`src/rtl/ifetch_queue.sv`:
```
// ifetch_queue: fetches FETCH_WIDTH-word blocks into a circular queue
// and hands decode one instruction per cycle (valid/deq handshake).
// Ports: clock/reset (sync, active-high); cache_* block read port;
//   load_pc/new_pc redirect; inst_* queue head; deq consume;
//   queue_count occupancy.
// Option: define IFETCH_BYPASS_EN to forward a block straight to
//   inst_* when the queue is empty (1-cycle redirect latency).
module ifetch_queue #(
  parameter int ADDR_WIDTH  = 32,
  parameter int FETCH_WIDTH = 2,
  parameter int QUEUE_DEPTH = 8,
  parameter logic [ADDR_WIDTH-1:0] RESET_PC = '0
) (
  input  logic                        clock,
  input  logic                        reset,
  output logic [ADDR_WIDTH-1:0]       cache_addr,
  output logic                        cache_rd,
  input  logic [32*FETCH_WIDTH-1:0]   cache_data,
  input  logic                        cache_waitrequest,
  input  logic                        load_pc,
  input  logic [ADDR_WIDTH-1:0]       new_pc,
  output logic                        inst_valid,
  output logic [31:0]                 inst_word,
  output logic [ADDR_WIDTH-1:0]       inst_pc,
  input  logic                        deq,
  output logic [$clog2(QUEUE_DEPTH):0] queue_count
);

  localparam int QW = $clog2(QUEUE_DEPTH);
  localparam int CW = QW + 1;
  localparam int LW = (FETCH_WIDTH > 1) ? $clog2(FETCH_WIDTH) : 1;
  localparam int BW = $clog2(FETCH_WIDTH * 4);

  typedef enum logic {RUN, STALE} state_t;

  state_t r_state, w_state_nxt;
  logic [ADDR_WIDTH-1:0] r_fetch_pc;
  logic [ADDR_WIDTH-1:0] r_stale_addr;
  logic [CW-1:0] r_wp, r_rp;
  logic          r_go;
  logic [31:0]           r_q_word [QUEUE_DEPTH];
  logic [ADDR_WIDTH-1:0] r_q_pc   [QUEUE_DEPTH];

  logic [ADDR_WIDTH-1:0] w_blk;
  logic [LW-1:0] w_off;
  logic [LW:0]   w_need, w_first;
  logic [CW-1:0] w_count, w_free, w_nenq;
  logic          w_empty, w_deq, w_acc, w_enq_ok;
  logic          w_byp, w_skip;
  logic [31:0]   w_lane [FETCH_WIDTH];
  logic [FETCH_WIDTH-1:0] w_we;
  logic [QW-1:0] w_widx [FETCH_WIDTH];

  for (genvar g = 0; g < FETCH_WIDTH; g++) begin : g_lane
    assign w_lane[g] = cache_data[32*g +: 32];
  end

  if (FETCH_WIDTH > 1) begin : g_off
    assign w_off = r_fetch_pc[BW-1:2];
  end else begin : g_off0
    assign w_off = '0;
  end

  assign w_blk   = r_fetch_pc & ~ADDR_WIDTH'(FETCH_WIDTH*4 - 1);
  assign w_count = r_wp - r_rp;
  assign w_empty = (w_count == '0);
  assign w_deq   = deq & ~w_empty;
  // a dequeue this cycle already frees a slot for the next block
  assign w_free  = CW'(QUEUE_DEPTH) - w_count + CW'(w_deq);
  assign w_need  = (LW+1)'(FETCH_WIDTH) - {1'b0, w_off};

  // r_go keeps the read port quiet for the first cycle after reset
  assign cache_rd = r_go &
                    ((r_state == STALE) | (w_free >= CW'(w_need)));
  assign cache_addr = (r_state == STALE) ? r_stale_addr : w_blk;

  assign w_acc    = cache_rd & ~cache_waitrequest;
  assign w_enq_ok = w_acc & (r_state == RUN) & ~load_pc;

`ifdef IFETCH_BYPASS_EN
  assign w_byp = w_enq_ok & w_empty;
`else
  assign w_byp = 1'b0;
`endif

  // a bypassed lane consumed this cycle never enters the queue
  assign w_skip  = w_byp & deq;
  assign w_first = {1'b0, w_off} + (LW+1)'(w_skip);
  assign w_nenq  = w_enq_ok ?
                   CW'((LW+1)'(FETCH_WIDTH) - w_first) : '0;

  always_comb begin
    for (int i = 0; i < FETCH_WIDTH; i++) begin
      w_we[i]   = w_enq_ok && (i >= int'(w_first));
      w_widx[i] = r_wp[QW-1:0] + QW'(i - int'(w_first));
    end
  end

  always_comb begin
    w_state_nxt = r_state;
    unique case (r_state)
      RUN: begin
        if (load_pc & cache_rd & cache_waitrequest)
          w_state_nxt = STALE;
      end
      STALE: begin
        if (~cache_waitrequest)
          w_state_nxt = RUN;
      end
      default: w_state_nxt = RUN;
    endcase
  end

  always_ff @(posedge clock) begin
    if (reset) begin
      r_state      <= RUN;
      r_fetch_pc   <= RESET_PC;
      r_stale_addr <= '0;
      r_wp         <= '0;
      r_rp         <= '0;
      r_go         <= 1'b0;
    end else begin
      r_go    <= 1'b1;
      r_state <= w_state_nxt;
      if (load_pc) begin
        r_wp       <= '0;
        r_rp       <= '0;
        r_fetch_pc <= new_pc;
        if ((r_state == RUN) & cache_rd & cache_waitrequest)
          r_stale_addr <= cache_addr;
      end else begin
        r_rp <= r_rp + CW'(w_deq);
        r_wp <= r_wp + w_nenq;
        if (w_acc & (r_state == RUN))
          r_fetch_pc <= w_blk + ADDR_WIDTH'(FETCH_WIDTH*4);
      end
    end
  end

  always_ff @(posedge clock) begin
    for (int i = 0; i < FETCH_WIDTH; i++) begin
      if (w_we[i]) begin
        r_q_word[w_widx[i]] <= w_lane[i];
        r_q_pc[w_widx[i]]   <= w_blk + ADDR_WIDTH'(4*i);
      end
    end
  end

  assign inst_valid  = ~w_empty | w_byp;
  assign queue_count = w_count;

  always_comb begin
    inst_word = '0;
    inst_pc   = '0;
    if (~w_empty) begin
      inst_word = r_q_word[r_rp[QW-1:0]];
      inst_pc   = r_q_pc[r_rp[QW-1:0]];
    end else if (w_byp) begin
      inst_word = w_lane[w_off];
      inst_pc   = r_fetch_pc;
    end
  end

endmodule

```
`config.mk`:
```
export PLATFORM = sky130hd
export DESIGN_NAME = ifetch_queue
export DESIGN_NICKNAME = d
export VERILOG_FILES = /design/src/rtl/ifetch_queue.sv
export SDC_FILE = /design/constraint.sdc
export NUM_CORES = 1
export LEC_CHECK = 0
export ABC_AREA = 1
export ABC_CLOCK_PERIOD_IN_PS = 17400
export BUFFER_PORTS_ARGS = -buffer_cell sky130_fd_sc_hd__buf_2
export CAP_MARGIN = 30
export CORE_UTILIZATION = 45
export CTS_CLUSTER_DIAMETER = 200
export CTS_CLUSTER_SIZE = 40
export DETAILED_ROUTE_END_ITERATION = 8
export GPL_TIMING_DRIVEN = 0
export PLACE_DENSITY = 0.66
export SYNTH_ARGS = -nofsm -noshare
export SYNTH_HDL_FRONTEND = slang
export SYNTH_SLANG_ARGS = --single-unit
```
`constraint.sdc`:
```
create_clock -name clock -period 17.4 [get_ports clock]
set_clock_uncertainty 0.2 [all_clocks]
set_input_delay 3.48 -clock clock [delete_from_list [all_inputs] [get_ports clock]]
set_output_delay 3.48 -clock clock [all_outputs]
set_load 0.02 [all_outputs]
```
==> Yosys cells after proc, flatten, opt, wreduce, memory -nomap -nowiden <==
Memory sizes are Yosys's and may differ from the RTL's. A register that Yosys moved wholly into a read port is not among the register bits.
Cells that the tools add are included.
{ "totals": {"ramBits": 512, "in_bits": 101, "mem_count": 2, "ff_bits": 74, "word_cells": 60, "output_inout_bits": 102} }
{ "memory_table": {"columns": ["memory", "words", "width", "read_ports", "rd_ports_with_merged_regs", "write_ports", "line", "rtl"], "rows": [
  ["r_q_pc", 8, 32, 1, 1, 2, "42", "logic [ADDR_WIDTH-1:0] r_q_pc [QUEUE_DEPTH];"],
  ["r_q_word", 8, 32, 1, 1, 2, "41", "logic [31:0] r_q_word [QUEUE_DEPTH];"]
]} }
{ "classes": {"bitwise": 14, "reduce_logical": 6, "magnitude_cmp": 3, "mux": 16, "addsub": 13} }
{ "ops": {"columns": ["cell", "count"], "rows": [
  ["32-bit two-way mux", 5],
  ["32-bit by 3-bit adder with 32-bit output, second input constant", 1],
  ["32-bit by 4-bit adder with 32-bit output, second input constant", 1],
  ["1-bit bitwise AND", 9],
  ["4-bit by 1-bit adder with 4-bit output", 2],
  ["1-bit two-way mux", 7],
  ["3-bit adder", 2],
  ["3-bit two-way mux", 2],
  ["4-bit adder", 1],
  ["4-bit by 2-bit >= comparator with 1-bit output", 1],
  ["4-bit zero test", 1],
  ["4-bit two-way mux", 1],
  ["1-bit inverter", 4],
  ["1-bit by 1-bit subtractor with 2-bit output, first input constant", 2],
  ["4-bit subtractor", 1],
  ["4-bit subtractor, first input constant", 1],
  ["2-bit by 1-bit subtractor with 3-bit output, first input constant", 1],
  ["1-bit >= comparator, first input constant", 2],
  ["1-bit logical AND", 2],
  ["1-bit case mux with 2 select lines", 1],
  ["2-bit AND reduction", 1],
  ["2-bit nonzero test", 1],
  ["2-bit OR reduction", 1],
  ["2-bit by 1-bit subtractor with 2-bit output, first input constant", 1],
  ["1-bit bitwise OR", 1]
]} }

==> Depth between registers and ports, before layout <==
Gate-level depths: netlist of run 1.
{ "logic_depth": {"ltp_word": 14, "depth_mapped": 30, "mapped_depth_nobuf": 28} }

==> Least setup slack after synthesis of run 1 <==
No wires, ideal clock.
{ "synth_path": {"kind": "input -> output", "startpoint": "input port deq", "endpoint": "output port cache_rd", "required_ns": 13.720, "setup_slack_ns": 9.040, "arrival_time_ns": 4.680, "n_path_buf": 0, "stages": 10, "cell_sequence": "nor2_1 > inv_1 > ha_1 > ha_1 > o21ai_0 > nand2_1 > a21oi_1 > nand3_2 > nand2_1 > inv_1"} }
{ "synth_via": {"elab_chain_cells": 5} }
{ "synth_lines": {"columns": ["element", "line", "rtl"], "rows": [
  ["start: declaration", "25", "input logic deq,"],
  ["1-bit bitwise AND", "67", "assign w_deq = deq & ~w_empty;"],
  ["4-bit by 1-bit adder with 4-bit output", "69", "assign w_free = CW'(QUEUE_DEPTH) - w_count + CW'(w_deq);"],
  ["4-bit by 2-bit >= comparator with 1-bit output", "74", "((r_state == STALE) | (w_free >= CW'(w_need)));"],
  ["1-bit bitwise OR", "74", null],
  ["1-bit bitwise AND", "73", "assign cache_rd = r_go &"],
  ["end: declaration", "17", "output logic cache_rd,"]
]} }
No other way between the ends.

==> Worst setup path after layout of run 1 <==
{ "layout_path": {"startpoint": "register r_rp[1]", "endpoint": "output port cache_rd"} }
{ "layout_via": {"elab_chain_cells": 8, "elab_cells_between_ends": 9, "cone_classes": "add/sub (3); order compare (1); bitwise (4); reduce/logical (1)"} }
{ "layout_lines": {"columns": ["element", "line", "rtl"], "rows": [
  ["start: declaration", "39", "logic [CW-1:0] r_wp, r_rp;"],
  ["start signal: assignment", "132", "r_rp <= r_rp + CW'(w_deq);"],
  ["4-bit subtractor *", "65", "assign w_count = r_wp - r_rp;"],
  ["parallel branches: the longest is 3 deep, another holds 4-bit subtractor", null, null],
  ["4-bit by 1-bit adder with 4-bit output *", "69", null],
  ["4-bit by 2-bit >= comparator with 1-bit output *", "74", null],
  ["1-bit bitwise OR *", "74", null],
  ["1-bit bitwise AND *", "73", null]
]} }
Mark *: on every way between the ends.

==> results of run 1 <==
==> worst paths after layout <==
check                               to                 startpoint  slack (ns)
max reg2reg  r_q_word[4][29]$_DFFE_PP_         r_rp[1]$_SDFF_PP0_        9.73
min reg2reg  r_q_pc[4][2]$_SDFFE_PP1P_  r_q_pc[4][2]$_SDFFE_PP1P_        0.26
min          r_q_pc[4][2]$_SDFFE_PP1P_  r_q_pc[4][2]$_SDFFE_PP1P_        0.26
max                           cache_rd         r_rp[1]$_SDFF_PP0_        7.72
==> final cells by class <==
class,instances,area [µm²],area share [%]
Clock inverter,1,30.03,0.09498
Clock buffer,31,520.5,1.646
Timing Repair Buffer,175,1081,3.419
Buffer,275,1176,3.720
Tap cell,846,1059,3.348
Multi-Input combinational cell,2060,10400,32.91
Sequential cell,568,16260,51.41
Antenna cell,1,2.502,0.007915
Inverter,290,1089,3.443
==> flip-flops by register name, summed over array words and instances, names as in the netlist <==
signal	cells
r_q_word	256
r_q_pc	240
r_stale_addr	32
r_fetch_pc	30
r_rp	4
r_wp	4
r_go	1
r_state	1
==> layout by cell type (no fill, tap or decap), drive strengths merged <==
cell | Yosys | routed
clkinv | 14 | 15
ha | 14 | 14
nand2 | 711 | 711
mux2 | 124 | 124
nor2 | 146 | 146
or2 | 1 | 1
nand4 | 5 | 5
diode | 0 | 1
xnor2 | 2 | 2
nor4 | 1 | 1
a31oi | 1 | 1
clkbuf | 172 | 203
edfxtp | 488 | 488
nand3 | 39 | 39
conb | 1 | 2
buf | 103 | 278
nor3 | 22 | 22
fa | 3 | 3
xor2 | 22 | 22
o21bai | 1 | 1
a21oi | 385 | 385
dfxtp | 80 | 80
o21ai | 581 | 581
inv | 276 | 276
==> per-layer routing <==
| layer | vias up | GRT usage, % | routed length, µm |
|---|---|---|---|
| met5 | - | 0 | 17 |
| met4 | 2 | 9.632 | 3477 |
| met3 | 166 | 3.234 | 8109 |
| met2 | 1204 | 45.52 | 42810 |
| met1 | 11530 | 38.22 | 37770 |
| li1 | 11140 | - | - |
==> report_power, final <==
group	internal, µW	switching, µW	leakage [µW]
clock network	213	422	0.000260
logic	93.8	228	0.00695
registers	1500	12.8	0.00535
total	1800	663	0.0126
==> stage by stage <==
stage | hold WS (ns) | cell area, µm² | setup slack [ns] | power (µW) | instances
2_1_floorplan | 0.2133 | 28860 | 9.040 | 1735 | 3193
3_3_place_gp | 0.2306 | 30740 | 6.733 | 1851 | 4204
3_5_place_dp | 0.2320 | 31060 | 8.343 | 1860 | 4214
4_1_cts | 0.2581 | 31610 | 7.672 | 2460 | 4246
5_1_grt | 0.2776 | 31610 | 7.387 | 2532 | 4246
6_report | 0.2612 | 31620 | 7.717 | 2467 | 4247
==> cell families after synthesis <==
kind of cell / Yosys count / synth area share (%)
multiplexers: 124 / 4.839
adder cells (fa/ha/maj): 17 / 0.8152
AO/OA/AOI/OAI: 968 / 16.80
XOR/XNOR: 24 / 0.7285
flip-flops: 568 / 56.34
AND/OR/NAND/NOR: 925 / 12.61
other: 1 / 0.01300
buffers and inverters: 565 / 7.849
==> worst register-to-register path, stage by stage (launching register included) <==
cell and delay [ns]:
sky130_fd_sc_hd__dfxtp_1 0.36, sky130_fd_sc_hd__clkbuf_1 0.72, sky130_fd_sc_hd__clkbuf_1 0.69, sky130_fd_sc_hd__inv_2 0.32
sky130_fd_sc_hd__clkbuf_1 0.37, sky130_fd_sc_hd__fa_1 0.53, sky130_fd_sc_hd__inv_1 0.10, sky130_fd_sc_hd__nand2_1 0.05
sky130_fd_sc_hd__nand2_1 0.10, sky130_fd_sc_hd__nand2_1 0.10, sky130_fd_sc_hd__nor3_4 0.50, sky130_fd_sc_hd__buf_16 0.23
sky130_fd_sc_hd__nor2_1 0.08, sky130_fd_sc_hd__nand2_1 0.07, sky130_fd_sc_hd__nand2_1 0.05, sky130_fd_sc_hd__inv_1 0.05
sky130_fd_sc_hd__ha_1 0.21, sky130_fd_sc_hd__o21ai_0 0.17, sky130_fd_sc_hd__nand2_1 0.07, sky130_fd_sc_hd__a21oi_1 0.17
sky130_fd_sc_hd__nand3_2 0.20, sky130_fd_sc_hd__nand4_4 0.16, sky130_fd_sc_hd__nor2_8 0.08, sky130_fd_sc_hd__nand3_2 0.15
sky130_fd_sc_hd__buf_2 0.32, sky130_fd_sc_hd__buf_1 0.64, sky130_fd_sc_hd__nand2_4 0.40, sky130_fd_sc_hd__buf_16 0.34
==> flow_summary.html, run 1 <==
<table>
<tr><th>Metric</th><th>Value</th></tr>
<tr><th colspan="2">Logic synthesis</th></tr>
<tr><td>Top flip-flop cell by instance count after synthesis</td><td>sky130_fd_sc_hd__edfxtp_1</td></tr>
<tr><td>Syn. warnings</td><td>0</td></tr>
<tr><td>Number of enable flip-flop cells after synthesis</td><td>488</td></tr>
<tr><td>Share of Yosys cell area claimed by the top area cell type</td><td>50.79%</td></tr>
<tr><td>Synth cell count leaders</td><td>sky130_fd_sc_hd__nand2_1, sky130_fd_sc_hd__o21ai_0, sky130_fd_sc_hd__edfxtp_1, sky130_fd_sc_hd__a21oi_1, sky130_fd_sc_hd__inv_1</td></tr>
<tr><td>Count of different cell masters after synthesis</td><td>34</td></tr>
<tr><td>Cell count after synthesis</td><td>3,192</td></tr>
<tr><td>Most common cell in the synthesized netlist</td><td>sky130_fd_sc_hd__nand2_1</td></tr>
<tr><td>Part of the Yosys area used for sequential elements</td><td>56.34%</td></tr>
<tr><td>Synth Register Bits</td><td>568</td></tr>
<tr><td>Most area-hungry cell type in the Yosys netlist</td><td>sky130_fd_sc_hd__edfxtp_1</td></tr>
<tr><td>Synthesized area</td><td>28,850 µm²</td></tr>
<tr><td>Fraction of registers with async set or reset after synthesis</td><td>0%</td></tr>
<tr><td>Mean instance size in the synthesized netlist</td><td>9.039 µm²</td></tr>
<tr><td>Cells taking the most area after synthesis</td><td>sky130_fd_sc_hd__edfxtp_1, sky130_fd_sc_hd__o21ai_0, sky130_fd_sc_hd__nand2_1</td></tr>
<tr><th colspan="2">Pwr</th></tr>
<tr><td>Leakage power summed over all cells</td><td>0.01257 µW</td></tr>
<tr><td>IR drop worst, VDD</td><td>0.08059 mV</td></tr>
<tr><td>P per Cell Area</td><td>78.02 nW/µm²</td></tr>
<tr><th colspan="2">Floorplanning</th></tr>
<tr><td>Number of cell rows</td><td>92</td></tr>
<tr><td>Starting Density</td><td>45.66%</td></tr>
<tr><td>Die extent in y</td><td>255.2 µm</td></tr>
<tr><td>Area of the core</td><td>63,200 µm²</td></tr>
<tr><td>Total Die Area</td><td>65,140 µm²</td></tr>
<tr><td>Width of the die</td><td>255.2 µm</td></tr>
<tr><td>Number of top-level pins</td><td>203</td></tr>
<tr><th colspan="2">Timing</th></tr>
<tr><td>Worst relative slew slack</td><td>32.51%</td></tr>
<tr><td>Transition time of the tightest slew-check pin</td><td>1.012 ns</td></tr>
<tr><td>Post-layout min period</td><td>9.683 ns</td></tr>
<tr><td>Total count of max-transition violations in the final report</td><td>0</td></tr>
<tr><td>Final-report hold violation count</td><td>0</td></tr>
<tr><td>Fin crit share</td><td>55.65%</td></tr>
<tr><td>Setup total negative slack</td><td>0 ns</td></tr>
<tr><td>Setup repair after global routing missed its margin</td><td>false</td></tr>
<tr><td>Max Clk Rate</td><td>103.3 MHz</td></tr>
<tr><td>Endpoints failing setup</td><td>0</td></tr>
<tr><th colspan="2">Worst setup path</th></tr>
<tr><td>Startpoint type of the worst setup path</td><td>flip-flop</td></tr>
<tr><td>Max incr delay on CP</td><td>0.72 ns</td></tr>
<tr><td>Arr. time, crit path</td><td>6.00 ns</td></tr>
<tr><td>Register-to-Register Path Depth</td><td>27</td></tr>
<tr><td>Cell type with the highest occurrence count on the critical path</td><td>sky130_fd_sc_hd__nand2_1</td></tr>
<tr><td>CP delay by family, top</td><td>buffers and inverters</td></tr>
<tr><td>List of cells traversed by the critical path</td><td>clkbuf_1, clkbuf_1, inv_2, clkbuf_1, fa_1, inv_1, nand2_1, nand2_1, nand2_1, nor3_4, buf_16, nor2_1, nand2_1, nand2_1, inv_1, ha_1, o21ai_0, nand2_1, a21oi_1, nand3_2, nand2_1, inv_1, buf_2</td></tr>
<tr><td>Maximum fanout encountered on the critical timing path</td><td>11</td></tr>
<tr><td>Required time of the worst setup path</td><td>13.72 ns</td></tr>
<tr><td>Instance count on the critical path</td><td>23</td></tr>
<tr><td>Max stage delay cell, worst path</td><td>sky130_fd_sc_hd__clkbuf_1</td></tr>
<tr><td>Endpoint type of the worst setup path</td><td>primary output</td></tr>
<tr><td>Path type of the worst setup path</td><td>reg -&gt; out</td></tr>
<tr><td>WP buf/inv</td><td>9</td></tr>
<tr><th colspan="2">CTS</th></tr>
<tr><td>Cts bufs inserted</td><td>18</td></tr>
<tr><td>Hold bufs inserted after CTS</td><td>0</td></tr>
<tr><td>Maximum level of the CTS H-tree</td><td>1</td></tr>
<tr><td>Number of resized instances in the post-cts repair step</td><td>0</td></tr>
<tr><td>Root buffer cell</td><td>sky130_fd_sc_hd__clkbuf_16</td></tr>
<tr><td>CTS clock-pin slew for the worst setup and hold paths</td><td>0.15 ns</td></tr>
<tr><td>Number of setup buffers added after CTS</td><td>0</td></tr>
<tr><td>CTS tree</td><td>yes</td></tr>
<tr><td>Buffer levels on the longest clock path</td><td>3</td></tr>
<tr><td>Number of sinks driven by the clock tree</td><td>568</td></tr>
<tr><td>Clk_lat worst skew</td><td>0.60 ns</td></tr>
<tr><th colspan="2">Routing</th></tr>
<tr><td>Detailed-route wire length</td><td>92,180 µm</td></tr>
<tr><td>Total iterations of the first detailed-routing run</td><td>9</td></tr>
<tr><td>Drt first-iter violations</td><td>2,768</td></tr>
<tr><td>Total number of vias</td><td>24,040</td></tr>
<tr><td>Post-DR wirelength/cell</td><td>21.70 µm</td></tr>
<tr><td>Via density per instance</td><td>5.660</td></tr>
<tr><td>Antenna Violating Nets Remaining</td><td>0</td></tr>
<tr><td>Residual DRC count</td><td>0</td></tr>
<tr><th colspan="2">Placed design</th></tr>
<tr><td>Total half-perimeter wirelength after legalization and detailed placement</td><td>62,390 µm</td></tr>
<tr><td>Quantity of I/O buffers inserted on ports</td><td>165</td></tr>
<tr><td>Final Wtd Congestion</td><td>0.9621</td></tr>
<tr><th colspan="2">Finish</th></tr>
<tr><td>Number of nets at the end of the flow</td><td>3,506</td></tr>
<tr><td>Area delta synth-&gt;final</td><td>9.575%</td></tr>
<tr><td>Fill cell instance count of the final layout</td><td>6,021</td></tr>
<tr><td>Share of layout cells above drive strength 1</td><td>12.56%</td></tr>
<tr><td>Utilization after layout</td><td>50.03%</td></tr>
<tr><th colspan="2">GRT</th></tr>
<tr><td>All-layer global routing usage</td><td>27.79%</td></tr>
<tr><td>Number of global-route vias before repair</td><td>22,330</td></tr>
<tr><td>First-pass GRT wire length</td><td>135,200 µm</td></tr>
<tr><td>Pin count of the biggest net entering global routing</td><td>47</td></tr>
<tr><td>Antenna violations before repair</td><td>2</td></tr>
<tr><td>Grt ovf</td><td>0</td></tr>
<tr><th colspan="2">Outcome</th></tr>
<tr><td>Result of the run</td><td>finished, final reports clean</td></tr>
<tr><th colspan="2">Worst hold path</th></tr>
<tr><td>Worst hold path class</td><td>reg -&gt; reg</td></tr>
<tr><td>Depth of the worst hold-timing path</td><td>2</td></tr>
<tr><th colspan="2">Run</th></tr>
<tr><td>Maximum Capacitance Violations</td><td>0</td></tr>
</table>
Note: power is estimated with default switching activity, not from simulation.
==> inputs of run 2 (changes only) <==
--- a/config.mk
+++ b/config.mk
@@ -6,7 +6,7 @@
 export NUM_CORES = 1
 export LEC_CHECK = 0
 export ABC_AREA = 1
-export ABC_CLOCK_PERIOD_IN_PS = 17400
+export ABC_CLOCK_PERIOD_IN_PS = 10000
 export BUFFER_PORTS_ARGS = -buffer_cell sky130_fd_sc_hd__buf_2
 export CAP_MARGIN = 30
 export CORE_UTILIZATION = 45
==> constraint.sdc (replaced) <==
create_clock -name clock -period 10 [get_ports clock]
set_clock_uncertainty 0.2 [all_clocks]
set_input_delay 2 -clock clock [delete_from_list [all_inputs] [get_ports clock]]
set_output_delay 2 -clock clock [all_outputs]
set_load 0.02 [all_outputs]
==> flow_summary.html, run 2 (synthesis gave the netlist of run 1 again) <==
<table>
<tr><th>Metric</th><th>Value</th></tr>
<tr><th colspan="2">Outcome</th></tr>
<tr><td>Result of the run</td><td>finished, final reports clean</td></tr>
<tr><th colspan="2">Timing</th></tr>
<tr><td>Transition time of the tightest slew-check pin</td><td>0.9881 ns (-0.02423 ns)</td></tr>
<tr><td>Max Clk Rate</td><td>121.5 MHz</td></tr>
<tr><td>Worst relative slew slack</td><td>34.12% (+1.6 points)</td></tr>
<tr><td>Total count of max-transition violations in the final report</td><td>0 (unchanged)</td></tr>
<tr><td>Setup repair after global routing missed its margin</td><td>false</td></tr>
<tr><td>Final-report hold violation count</td><td>0 (unchanged)</td></tr>
<tr><td>Post-layout min period</td><td>8.233 ns</td></tr>
<tr><td>Endpoints failing setup</td><td>0 (unchanged)</td></tr>
<tr><td>Minimum setup slack in the final design</td><td>1.767 ns (-5.950 ns)</td></tr>
<tr><td>Fin crit share</td><td>82.33%</td></tr>
<tr><th colspan="2">Pwr</th></tr>
<tr><td>Portion of total power attributed to combinational logic</td><td>13.0% (about the same)</td></tr>
<tr><td>Final Total Pwr</td><td>4289 µW (+74%)</td></tr>
<tr><td>Switch share</td><td>26.81% (-0.050 points)</td></tr>
<tr><td>P per Cell Area</td><td>135.7 nW/µm² (+74%)</td></tr>
<tr><td>Leakage power summed over all cells</td><td>0.01257 µW (unchanged)</td></tr>
<tr><td>Total internal power</td><td>3139 µW (+74%)</td></tr>
<tr><td>Part of the power in the clock network</td><td>25.7% (about the same)</td></tr>
<tr><td>Fraction of power consumed by sequential logic</td><td>61.3% (about the same)</td></tr>
<tr><td>IR drop worst, VDD</td><td>0.1417 mV (+76%)</td></tr>
<tr><td>Switching power</td><td>1150 µW (+74%)</td></tr>
<tr><th colspan="2">Routing</th></tr>
<tr><td>Residual DRC count</td><td>0 (unchanged)</td></tr>
<tr><td>Drt first-iter violations</td><td>2,781 (+0.47%)</td></tr>
<tr><td>Total iterations of the first detailed-routing run</td><td>6 (-3)</td></tr>
<tr><td>Total number of vias</td><td>24,020 (-0.079%)</td></tr>
<tr><td>Post-DR wirelength/cell</td><td>21.68 µm (-0.12%)</td></tr>
<tr><td>Detailed-route wire length</td><td>92,060 µm (-0.12%)</td></tr>
<tr><td>Antenna Violating Nets Remaining</td><td>0 (unchanged)</td></tr>
<tr><td>Via density per instance</td><td>5.656 (about the same)</td></tr>
<tr><th colspan="2">Floorplanning</th></tr>
<tr><td>Number of top-level pins</td><td>203 (unchanged)</td></tr>
<tr><td>Starting Density</td><td>45.66% (unchanged)</td></tr>
<tr><td>Area of the core</td><td>63,200 µm² (unchanged)</td></tr>
<tr><td>Die extent in y</td><td>255.2 µm (unchanged)</td></tr>
<tr><td>Total Die Area</td><td>65,140 µm² (unchanged)</td></tr>
<tr><td>Number of cell rows</td><td>92 (unchanged)</td></tr>
<tr><td>Width of the die</td><td>255.2 µm (unchanged)</td></tr>
<tr><th colspan="2">Worst setup path</th></tr>
<tr><td>List of cells traversed by the critical path</td><td>clkbuf_1, clkbuf_1, inv_2, clkbuf_1, fa_1, inv_1, nand2_1, nand2_1, nand2_1, nor3_4, buf_16, nor2_1, nand2_1, nand2_1, inv_1, ha_1, o21ai_0, nand2_1, a21oi_1, nand3_2, nand2_1, inv_1, buf_2</td></tr>
<tr><td>Max incr delay on CP</td><td>0.74 ns (+0.02 ns)</td></tr>
<tr><td>Cell type with the highest occurrence count on the critical path</td><td>sky130_fd_sc_hd__nand2_1</td></tr>
<tr><td>Path type of the worst setup path</td><td>reg -&gt; out</td></tr>
<tr><td>Worst R2R Start</td><td>r_rp[1]$_SDFF_PP0_</td></tr>
<tr><td>Required time of the worst setup path</td><td>7.80 ns (-5.92 ns)</td></tr>
<tr><td>Register-to-Register Path Depth</td><td>27 (unchanged)</td></tr>
<tr><td>Maximum fanout encountered on the critical timing path</td><td>11 (unchanged)</td></tr>
<tr><td>Endpoint type of the worst setup path</td><td>primary output</td></tr>
<tr><td>Startpoint type of the worst setup path</td><td>flip-flop</td></tr>
<tr><td>Reg-to-reg endpoint</td><td>r_q_word[4][28]$_DFFE_PP_</td></tr>
<tr><td>Max stage delay cell, worst path</td><td>sky130_fd_sc_hd__clkbuf_1</td></tr>
<tr><td>Worst setup slack for register-to-register paths</td><td>2.32 ns (-7.41 ns)</td></tr>
<tr><td>Arr. time, crit path</td><td>6.03 ns (+0.03 ns)</td></tr>
<tr><th colspan="2">CTS</th></tr>
<tr><td>Cts bufs inserted</td><td>18 (unchanged)</td></tr>
<tr><td>Maximum level of the CTS H-tree</td><td>1 (unchanged)</td></tr>
<tr><td>Buffer levels on the longest clock path</td><td>3 (unchanged)</td></tr>
<tr><td>Number of setup buffers added after CTS</td><td>0 (unchanged)</td></tr>
<tr><td>CTS clock-pin slew for the worst setup and hold paths</td><td>0.14 ns (about the same)</td></tr>
<tr><td>CTS tree</td><td>yes</td></tr>
<tr><td>Number of resized instances in the post-cts repair step</td><td>0 (unchanged)</td></tr>
<tr><td>Root buffer cell</td><td>sky130_fd_sc_hd__clkbuf_16</td></tr>
<tr><td>Number of sinks driven by the clock tree</td><td>568 (unchanged)</td></tr>
<tr><td>Hold bufs inserted after CTS</td><td>0 (unchanged)</td></tr>
<tr><td>Clk_lat worst skew</td><td>0.60 ns (about the same)</td></tr>
<tr><th colspan="2">Finish</th></tr>
<tr><td>Area delta synth-&gt;final</td><td>9.575% (unchanged)</td></tr>
<tr><td>Post-route cell area</td><td>31,620 µm² (unchanged)</td></tr>
<tr><td>Number of nets at the end of the flow</td><td>3,506 (unchanged)</td></tr>
<tr><td>Fill cell instance count of the final layout</td><td>6,021 (unchanged)</td></tr>
<tr><td>Flip-flop count of the largest register after layout</td><td>256 (unchanged)</td></tr>
<tr><td>Area occupied by registers</td><td>16,260 µm² (unchanged)</td></tr>
<tr><td>Share of layout cells above drive strength 1</td><td>12.56% (unchanged)</td></tr>
<tr><td>Multi-input logic area</td><td>10,400 µm² (unchanged)</td></tr>
<tr><td>Most common cell after layout, fill and taps aside</td><td>sky130_fd_sc_hd__nand2_1</td></tr>
<tr><td>Commonest cells after routing, fill and taps aside</td><td>sky130_fd_sc_hd__nand2_1, sky130_fd_sc_hd__o21ai_0, sky130_fd_sc_hd__edfxtp_1</td></tr>
<tr><td>Final instance count without filler cells</td><td>4,247 (unchanged)</td></tr>
<tr><th colspan="2">Placed design</th></tr>
<tr><td>Worst setup timing slack at the placement stage</td><td>2.388 ns (-5.955 ns)</td></tr>
<tr><td>Quantity of I/O buffers inserted on ports</td><td>165 (unchanged)</td></tr>
<tr><td>DP Cell Count</td><td>4,214 (unchanged)</td></tr>
<tr><td>Area after DPL</td><td>31,060 µm² (unchanged)</td></tr>
<tr><td>Total half-perimeter wirelength after legalization and detailed placement</td><td>62,390 µm (unchanged)</td></tr>
<tr><td>Final Wtd Congestion</td><td>0.9621 (unchanged)</td></tr>
<tr><th colspan="2">GRT</th></tr>
<tr><td>Pin count of the biggest net entering global routing</td><td>47 (unchanged)</td></tr>
<tr><td>Grt ovf</td><td>0 (unchanged)</td></tr>
<tr><td>All-layer global routing usage</td><td>27.80% (about the same)</td></tr>
<tr><td>Antenna violations before repair</td><td>2 (unchanged)</td></tr>
<tr><td>First-pass GRT wire length</td><td>135,300 µm (about the same)</td></tr>
<tr><td>Number of global-route vias before repair</td><td>22,330 (-0.013%)</td></tr>
<tr><th colspan="2">Worst hold path</th></tr>
<tr><td>Depth of the worst hold-timing path</td><td>2 (unchanged)</td></tr>
<tr><td>Hold Crit Start</td><td>r_q_pc[4][2]$_SDFFE_PP1P_</td></tr>
<tr><td>Worst hold path class</td><td>reg -&gt; reg</td></tr>
<tr><td>Sink of the worst hold path</td><td>r_q_pc[4][2]$_SDFFE_PP1P_</td></tr>
<tr><th colspan="2">Run</th></tr>
<tr><td>Maximum Capacitance Violations</td><td>0 (unchanged)</td></tr>
</table>
[run 2: cell counts in the layout (fill, tap and decap cells not counted)]
No cell type changed its count.
[run 2: power groups by stage]
stage / Clock (µW) / Sequential (µW) / Combinational (µW)
2_1_floorplan: 0 / 2680 / 343
3_3_place_gp: 0 / 2680 / 536
6_report: 1100 / 2630 / 560
5_1_grt: 1160 / 2630 / 613
3_5_place_dp: 0 / 2680 / 555
4_1_cts: 1100 / 2630 / 557
[run 2: worst max-delay path, delay by kind of cell, from the launching register on]
kind,cells,cell delay [ns]
buf+inv,9,2.68
compound gates,2,0.34
simple gates,10,1.35
flops,1,0.36
fa+ha+maj,2,0.73
[run 2: area by class of cell]
class	count	area share, %
multi-input combinational	2060	32.91
inverter	290	3.443
clock buffer	31	1.646
tap	846	3.348
clock inverter	1	0.09498
sequential	568	51.41
buffer	275	3.720
antenna	1	0.007915
timing repair buffer	175	3.419
[run 2: stage by stage]
step / util [%] / setup TNS (ns) / hold WS, ns
2_1_floorplan: - / 0 / 0.2133
3_3_place_gp: 48.65 / -165.96 / 0.2306
3_5_place_dp: 49.15 / 0 / 0.2320
4_1_cts: 50.03 / 0 / 0.2581
5_1_grt: 50.03 / 0 / 0.2776
6_report: 50.03 / 0 / 0.2592
[run 2: worst max path at each step]
stage	slack [ns]	startpoint	to	depth (start not counted)
final	1.77	r_rp[1]$_SDFF_PP0_	cache_rd	23
after global placement	-0.67	r_rp[1]$_SDFF_PP0_	r_q_word[0][20]$_DFFE_PP_	25
after detailed placement	2.39	r_rp[1]$_SDFF_PP0_	r_q_word[4][29]$_DFFE_PP_	27
after CTS	1.75	r_rp[1]$_SDFF_PP0_	cache_rd	23
after global routing	1.47	r_rp[1]$_SDFF_PP0_	cache_rd	23
after floorplan	4.15	r_rp[1]$_SDFF_PP0_	r_q_pc[2][10]$_DFFE_PP_	23
[run 2: per-layer routing]
| layer | share of wire (%) | GRT usage [%] | vias up |
|---|---|---|---|
| met1 | 40 | 38.20 | 11480 |
| met3 | 9.2 | 3.234 | 168 |
| met2 | 47 | 45.59 | 1239 |
| met4 | 3.6 | 9.598 | 2 |
| li1 | - | - | 11140 |
| met5 | 0.018 | 0 | - |
